### src/rtl/imm_pkg.sv
// Shared types and instruction field positions for the immediate extender.
package imm_pkg;

    typedef enum logic [1:0] {
        IMM_DP   = 2'b00,
        IMM_MEM  = 2'b01,
        IMM_BR   = 2'b10,
        IMM_SX12 = 2'b11
    } imm_op_e;

    localparam int ROT_HI = 11;
    localparam int ROT_LO = 8;
    localparam int IMM8_W = 8;
    localparam int MEM_W  = 12;

endpackage

### src/rtl/imm_extend_core.sv
// Combinational immediate extension; shared by decode and the execute forwarding path.
module imm_extend_core
    import imm_pkg::*;
#(
    parameter int DATA_W   = 32,
    parameter int OFFS_W   = 24,
    parameter int BR_SHIFT = 2
) (
    input  logic [OFFS_W-1:0] offset,
    input  imm_op_e           op,
    output logic [DATA_W-1:0] value
);

    logic [DATA_W-1:0]           dp_base;
    logic [2*DATA_W-1:0]         dp_pair;
    logic [ROT_HI-ROT_LO+1:0]    dp_shift;
    logic [DATA_W-1:0]           dp_value;
    logic [DATA_W-1:0]           mem_value;
    logic [DATA_W-1:0]           br_sext;
    logic [DATA_W-1:0]           br_value;
    logic [DATA_W-1:0]           sx12_value;

    // Rotate by shifting a doubled copy so a zero rotate needs no special case.
    assign dp_base    = {{(DATA_W-IMM8_W){1'b0}}, offset[IMM8_W-1:0]};
    assign dp_shift   = {offset[ROT_HI:ROT_LO], 1'b0};
    assign dp_pair    = {dp_base, dp_base} >> dp_shift;
    assign dp_value   = dp_pair[DATA_W-1:0];

    assign mem_value  = {{(DATA_W-MEM_W){1'b0}}, offset[MEM_W-1:0]};
    assign br_sext    = {{(DATA_W-OFFS_W){offset[OFFS_W-1]}}, offset};
    assign br_value   = br_sext << BR_SHIFT;
    assign sx12_value = {{(DATA_W-MEM_W){offset[MEM_W-1]}}, offset[MEM_W-1:0]};

    always_comb begin
        value = '0;
        case (op)
            IMM_DP:   value = dp_value;
            IMM_MEM:  value = mem_value;
            IMM_BR:   value = br_value;
            IMM_SX12: value = sx12_value;
            default:  value = '0;
        endcase
    end

endmodule

### src/rtl/imm_extend_pipe.sv
// Registered immediate extender with valid/ready output and a one-entry skid buffer.
module imm_extend_pipe
    import imm_pkg::*;
#(
    parameter int DATA_W   = 32,
    parameter int OFFS_W   = 24,
    parameter int BR_SHIFT = 2
) (
    input  logic              clk,
    input  logic              reset,
    input  logic              flush,
    input  logic              in_valid,
    output logic              in_ready,
    input  logic [OFFS_W-1:0] offset,
    input  imm_op_e           op,
    output logic              out_valid,
    input  logic              out_ready,
    output logic [DATA_W-1:0] SignImm
);

    logic [DATA_W-1:0] ext_value;
    logic [DATA_W-1:0] or_data;
    logic [DATA_W-1:0] sk_data;
    logic              or_valid;
    logic              sk_valid;
    logic              accept;
    logic              or_free;

    imm_extend_core #(
        .DATA_W   (DATA_W),
        .OFFS_W   (OFFS_W),
        .BR_SHIFT (BR_SHIFT)
    ) u_core (
        .offset (offset),
        .op     (op),
        .value  (ext_value)
    );

    // in_ready comes straight from sk_valid, so out_ready never reaches it combinationally.
    assign accept  = in_valid & ~sk_valid;
    assign or_free = ~or_valid | out_ready;

    always_ff @(posedge clk) begin
        if (reset) begin
            or_valid <= 1'b0;
            sk_valid <= 1'b0;
            or_data  <= '0;
            sk_data  <= '0;
        end else if (flush) begin
            or_valid <= 1'b0;
            sk_valid <= 1'b0;
        end else if (or_free) begin
            if (sk_valid) begin
                or_data  <= sk_data;
                or_valid <= 1'b1;
                sk_valid <= 1'b0;
            end else if (accept) begin
                or_data  <= ext_value;
                or_valid <= 1'b1;
            end else begin
                or_valid <= 1'b0;
            end
        end else if (accept) begin
            sk_data  <= ext_value;
            sk_valid <= 1'b1;
        end
    end

    assign in_ready  = ~sk_valid;
    assign out_valid = or_valid;
    assign SignImm   = or_data;

endmodule

### config.mk
export PLATFORM = sky130hd
export DESIGN_NAME = imm_extend_pipe
export DESIGN_NICKNAME = d
export VERILOG_FILES = /design/src/rtl/imm_pkg.sv /design/src/rtl/imm_extend_core.sv /design/src/rtl/imm_extend_pipe.sv
export SDC_FILE = /design/constraint.sdc
export NUM_CORES = 1
export LEC_CHECK = 0
export ABC_AREA = 0
export BUFFER_PORTS_ARGS = -buffer_cell sky130_fd_sc_hd__buf_2
export CAP_MARGIN = 10
export CORE_ASPECT_RATIO = 2
export CORE_UTILIZATION = 55
export CTS_CLUSTER_SIZE = 24
export DETAILED_ROUTE_END_ITERATION = 12
export PLACE_DENSITY = 0.78
export SYNTH_ARGS = -nofsm -noshare
export SYNTH_HDL_FRONTEND = slang
export SYNTH_SLANG_ARGS = --single-unit
### constraint.sdc
create_clock -name clk -period 2.5 [get_ports clk]
set_clock_uncertainty 0.1 [all_clocks]
set_input_delay 0.5 -clock clk [delete_from_list [all_inputs] [get_ports clk]]
set_output_delay 0.5 -clock clk [all_outputs]
set_load 0.03 [all_outputs]
Word level (Yosys, flattened, before mapping)
Cells that the tools add are included.

Equality and inequality tests: 3. Shifts and indexed selects: 1. Muxes and demuxes: 5. Bitwise gates (word level): 6. Reductions and logical operators: 6.

Operator list (count): $pmux W32 S4 (1); $mux W32 (2); $shr A40 B5 Y32 (1); $reduce_and A3 Y1 (2); $eq A2 B2 Y1 const B (2); $not A1 Y1 (4); $reduce_or A3 Y1 (1); $eq A2 B1 Y1 const B (1); $logic_not A2 Y1 (1); $mux W1 (2); $reduce_bool A2 Y1 (1); $reduce_or A2 Y1 (1); $and A1 B1 Y1 (1); $or A1 B1 Y1 (1).

Register bits: 66. Bits of input ports: 31. Output and inout bits: 34.

Depth between registers and ports, before layout
Word-level depth: 4. Mapped depth: 8.

Cells and area by module
From an unflattened synthesis, not the netlist that was laid out.

Cell total of the unflattened synthesis: 437. Area, all modules: 4126.5 um^2.

By module, submodules not included: imm_extend_pipe (instances 1, cells an instance 296, area an instance 3176.8 um^2, seq. area each 1321.3 um^2); imm_extend_core (instances 1, cells an instance 141, area an instance 949.7 um^2, seq. area each 0.0 um^2).

Worst setup path after synthesis
Ideal clock, no wire load.

Path type: in2reg. Start point: input port offset[9]. End point: register sk_data[22]. Library setup time: 0.138 ns. Data arrival time: 1.762 ns. Required time: 2.262 ns. Slack: 0.500 ns. Stages: 5. Cells stage by stage: buf_2 mux2_2 a22o_1 a222oi_1 a211oi_1.

Word-level cells in the longest chain between the ends: 2.

Ends and longest elaborated chain: start: declaration (RTL line imm_extend_pipe.sv:14) `input logic [OFFS_W-1:0] offset,`; $shr A40 B5 Y32 (RTL line imm_extend_core.sv:26) `assign dp_pair = {dp_base, dp_base} >> dp_shift;`; $pmux W32 S4 (RTL line imm_extend_core.sv:36) `case (op)`; end signal: assignment (RTL line imm_extend_pipe.sv:64) `sk_data <= ext_value;`; end: declaration (RTL line imm_extend_pipe.sv:23) `logic [DATA_W-1:0] sk_data;`.

Every way passes these cells. A chain may end at the register's enable or synchronous reset.

Final worst setup path
Start point: input port op[1]. End point: register or_data[25] (netlist: SignImm[25]).

Word-level cells in the longest chain between the ends: 4. Elaborated cells between the ends (all ways): 7. Classes of those cells: 3 x eq/ne; 3 x mux; 1 x reduce/logical.

Ends and longest elaborated chain: start: declaration (RTL line imm_extend_pipe.sv:15) `input imm_op_e op,`; $eq A2 B2 Y1 (tied with other cells) (RTL line imm_extend_core.sv:36); $pmux W32 S4 (*) (RTL line imm_extend_core.sv:36); $mux W32 (*) (RTL line imm_extend_pipe.sv:57) `end else if (accept) begin`; $mux W32 (*) (RTL line imm_extend_pipe.sv:53) `if (sk_valid) begin`; end signal: assignment (RTL line imm_extend_pipe.sv:54) `or_data <= sk_data;`; end signal: assignment (RTL line imm_extend_pipe.sv:58) `or_data <= ext_value;`; end: declaration (RTL line imm_extend_pipe.sv:22) `logic [DATA_W-1:0] or_data;`.

Mark *: on every way between the ends. The rest lies on a longest branch, timed or not. The select of a mux whose other input is x is not followed.

==> summary.md <==
| Metric | Value |
|---|---|
| Nets@finish | `549` |
| Worst Hold Path EP | `sk_valid` |
| Main area contributors after synthesis | `dfxtp_1 (35%), nor2_1 (4.8%), a211oi_1 (4.4%)` |
| Setup TNS | `0 ns` |
| Async S/R FF share, synth | `0%` |
| Compound-cell area share of the yosys netlist | `25.2%` |
| Initial cell density of the core | `56.9%` |
| Total grt overflow | `0` |
| Worst r2r dst | `SignImm[25]` |
| Area delta synth->final | `21.6%` |
| Clock-pin slew on the worst setup and hold paths | `0.05 ns` |
| CP Data Arrival Time | `2.26 ns` |
| Final WL | `12,400 um` |
| R2r setup slk | `0.45 ns` |
| Gr usage total | `35.4%` |
| Peak supply drop | `0.310 mV` |
| Slew headroom | `41.8%` |
| Clock latency on the worst-skew pair | `0.33 ns` |
| CP endpoint kind | `flop` |
| Seq/Total Area, Yosys | `35.1%` |
| Post-synthesis simple-gate area fraction | `29.0%` |
| YS warnings | `0` |
| Fmax | `468 MHz` |
| CTS buffer count | `9` |
| Mux contribution to synthesized area | `3.95%` |
| Hold Vio Cnt, Final | `0` |
| Largest net degree at the start of global routing | `43` |
| CP required | `2.62 ns` |
| Pwr Density | `632 nW/um2` |
| DR iter-0 viols | `358` |
| Cts hold-fix bufs | `0` |
| Root buffer cell | `clkbuf_16` |
| ANT nets after route | `0` |
| EDFF count, synth | `0` |
| Slew Viols, Final | `0` |
| Endpoints failing setup | `0` |
| Initial antenna violation count | `0` |
| Slowest CP cell | `nor4b_1` |
| Crit path kind | `in2reg` |
| Yosys reg bits | `66` |
| Max clock buf depth | `2` |
| Post-synth cell types | `53` |
| Hold Path Depth | `3` |
| GPL Wtd Cong | `1.00` |
| RSZ-0062 raised after global routing | `false` |
| Via count | `3,989` |
| HP Start | `out_ready` |
| Pleak | `1.75 nW` |
| Min-delay worst type | `in2reg` |
| Post-CTS setup buffer count | `0` |
| Share of cells above drive strength 1 | `24.7%` |
| IO Port Bufs | `64` |
| Post-synthesis net count | `490` |
| Cell repeated most along the worst path | `buf_4` |
| Global-route wire length before repair | `18,800 um` |
| Core Region | `6620 um2` |
| Area leader, netlist | `dfxtp_1` |
| Post-synth top area share | `35.1%` |
| Cell Rows | `42` |
| Status | `finished clean` |
| Clock H-tree levels | `3` |
| Clock sink count | `66` |
| Slowest stage delay, CP | `0.75 ns` |
| Crit Path Max Fanout | `12` |
| Cells after synthesis | `459` |
| Vias per std cell | `6.53` |
| Post-DP HPWL | `8970 um` |
| Critical path, cell by cell | `buf_2, buf_4, nor4b_1, buf_4, nand2_1, a221oi_1` |
| Synth Flop Type | `dfxtp_1` |
| WL per Instance | `20.3 um` |
| Mean Syn Cell Area | `8.20 um2` |
| CP Launch Type | `primary input` |
| Slew @ Worst Pin | `0.871 ns` |
| PostCTS Resize Cnt | `0` |
| Die area | `7200 um2` |
| Number of global-route vias before repair | `3,679` |
| R2R Path Start | `out_valid` |
| Final min period | `2.14 ns` |
| Synth Area in XOR/XNOR | `0%` |
| Max Cap Viol | `0` |
| Remaining DRCs | `0` |
| Synth Cell Area | `3760 um2` |
| Largest family of logic cells by synthesized area | `simple AND/OR/NAND/NOR gates` |
| DRT Pass-1 Iters | `5` |
| CTS tree | `yes` |
| Adder-cell area share of the yosys netlist | `0%` |
| Die W | `60.5 um` |
| IO Count | `65` |
| Die Span Y | `119 um` |
| Power, Total | `2.89 mW` |
| Tcrit/Tclk final | `85.5%` |
| Length in cells of the worst reg-to-reg path | `5` |
| # diodes | `0` |
==> worst max-delay path, delay by kind of cell <==
kind | cells | cell delay, ns
AO/OA/AOI/OAI | 1 | 0.33
buffers and inverters | 3 | 0.59
AND/OR/NAND/NOR | 2 | 0.84
==> sequential cells by signal, summed over array words and instances (netlist names) <==
register and count:
sk_data 32, sk_valid 1, SignImm 32, out_valid 1
==> worst max path at each step <==
stage | from | slack, ns | endpoint | depth (start not counted)
2_1_floorplan | offset[9] | 0.50 | sk_data[22] | 5
3_3_place_gp | op[0] | 0.07 | sk_data[2] | 7
3_5_place_dp | op[1] | 0.05 | SignImm[25] | 6
4_1_cts | op[1] | 0.38 | SignImm[25] | 6
5_1_grt | offset[8] | 0.29 | SignImm[13] | 5
6_report | op[1] | 0.36 | SignImm[25] | 6
==> report_power, final <==
part	total [mW]	internal (mW)	switching (mW)
sequential	1.11	1.09	0.0203
clock	1.30	0.831	0.468
combinational	0.484	0.176	0.309
total	2.89	2.10	0.797
==> per-layer routing <==
layer / up-vias / share of wire [%] / track usage [%]
li1: 1853 / - / -
met1: 1904 / 38 / 42.1
met2: 186 / 50 / 56.0
met3: 46 / 4.5 / 5.10
met4: 0 / 7.4 / 24.4
met5: - / 0 / 0
==> cells in the final DEF (no fill, tap or decap), types with 3 or more instances in the layout <==
cell	n
dfxtp_1	66
buf_2	64
nor2_1	48
nand2_1	41
buf_4	29
nor3_1	27
a211oi_1	22
o21ai_0	21
nor4_1	20
a221oi_1	13
nand2b_1	11
nand3b_1	10
a21oi_1	9
nand4b_1	9
clkbuf_16	9
nor2b_1	8
a22o_1	8
a311oi_1	8
mux2i_1	7
a2111oi_0	7
inv_1	6
o211ai_2	6
and2_1	5
nor4b_1	5
or3_1	4
o21bai_1	4
o211ai_1	4
a21boi_0	4
buf_12	4
mux2_2	3
and3_1	3
o22ai_1	3
nor4bb_1	3
==> synthesized netlist by cell type (6+ instances only) <==
| library cell | instances |
|---|---|
| nand2b_1 | 11 |
| a211oi_1 | 22 |
| nand3b_1 | 10 |
| o211ai_2 | 6 |
| buf_2 | 9 |
| a311oi_1 | 8 |
| nand4b_1 | 9 |
| a221oi_1 | 13 |
| nor2_1 | 48 |
| clkbuf_1 | 31 |
| nor4_1 | 20 |
| nor2b_1 | 8 |
| o21ai_0 | 21 |
| mux2i_1 | 7 |
| nor3_1 | 28 |
| dfxtp_1 | 66 |
| nand2_1 | 41 |
| a2111oi_0 | 7 |
| a21oi_1 | 9 |
| inv_1 | 6 |
| a22o_1 | 8 |
==> final cells by class <==
type                            instances  area [um2]
Inverter                                6        22.5
Multi-Input combinational cell        338        2190
Tap cell                               88         110
Clock buffer                           11         253
Sequential cell                        66        1320
Fill cell                             572        2040
Clock inverter                          5        60.1
Timing Repair Buffer                   97         618
==> logic make-up (layout without fill, tap and decap cells) <==
group | after synthesis | in the layout
and+or+nand+nor | 203 | 203
buffers and inverters | 55 | 119
muxes | 12 | 12
AOI/OAI and AO/OA | 123 | 123
DFF | 66 | 66
==> per-stage QoR <==
stage / hold WS [ns] / setup slack (ns) / cell area (um2) / util, % / std cells
2_1_floorplan: 0.341 / 0.500 / 3760 / - / 459
3_3_place_gp: 0.340 / 0.0712 / 4270 / 64.4 / 595
3_5_place_dp: 0.352 / 0.0486 / 4270 / 64.4 / 595
4_1_cts: 0.348 / 0.379 / 4580 / 69.1 / 611
5_1_grt: 0.378 / 0.295 / 4580 / 69.1 / 611
6_report: 0.358 / 0.363 / 4580 / 69.1 / 611
Note: power is estimated with default switching activity, not from simulation.
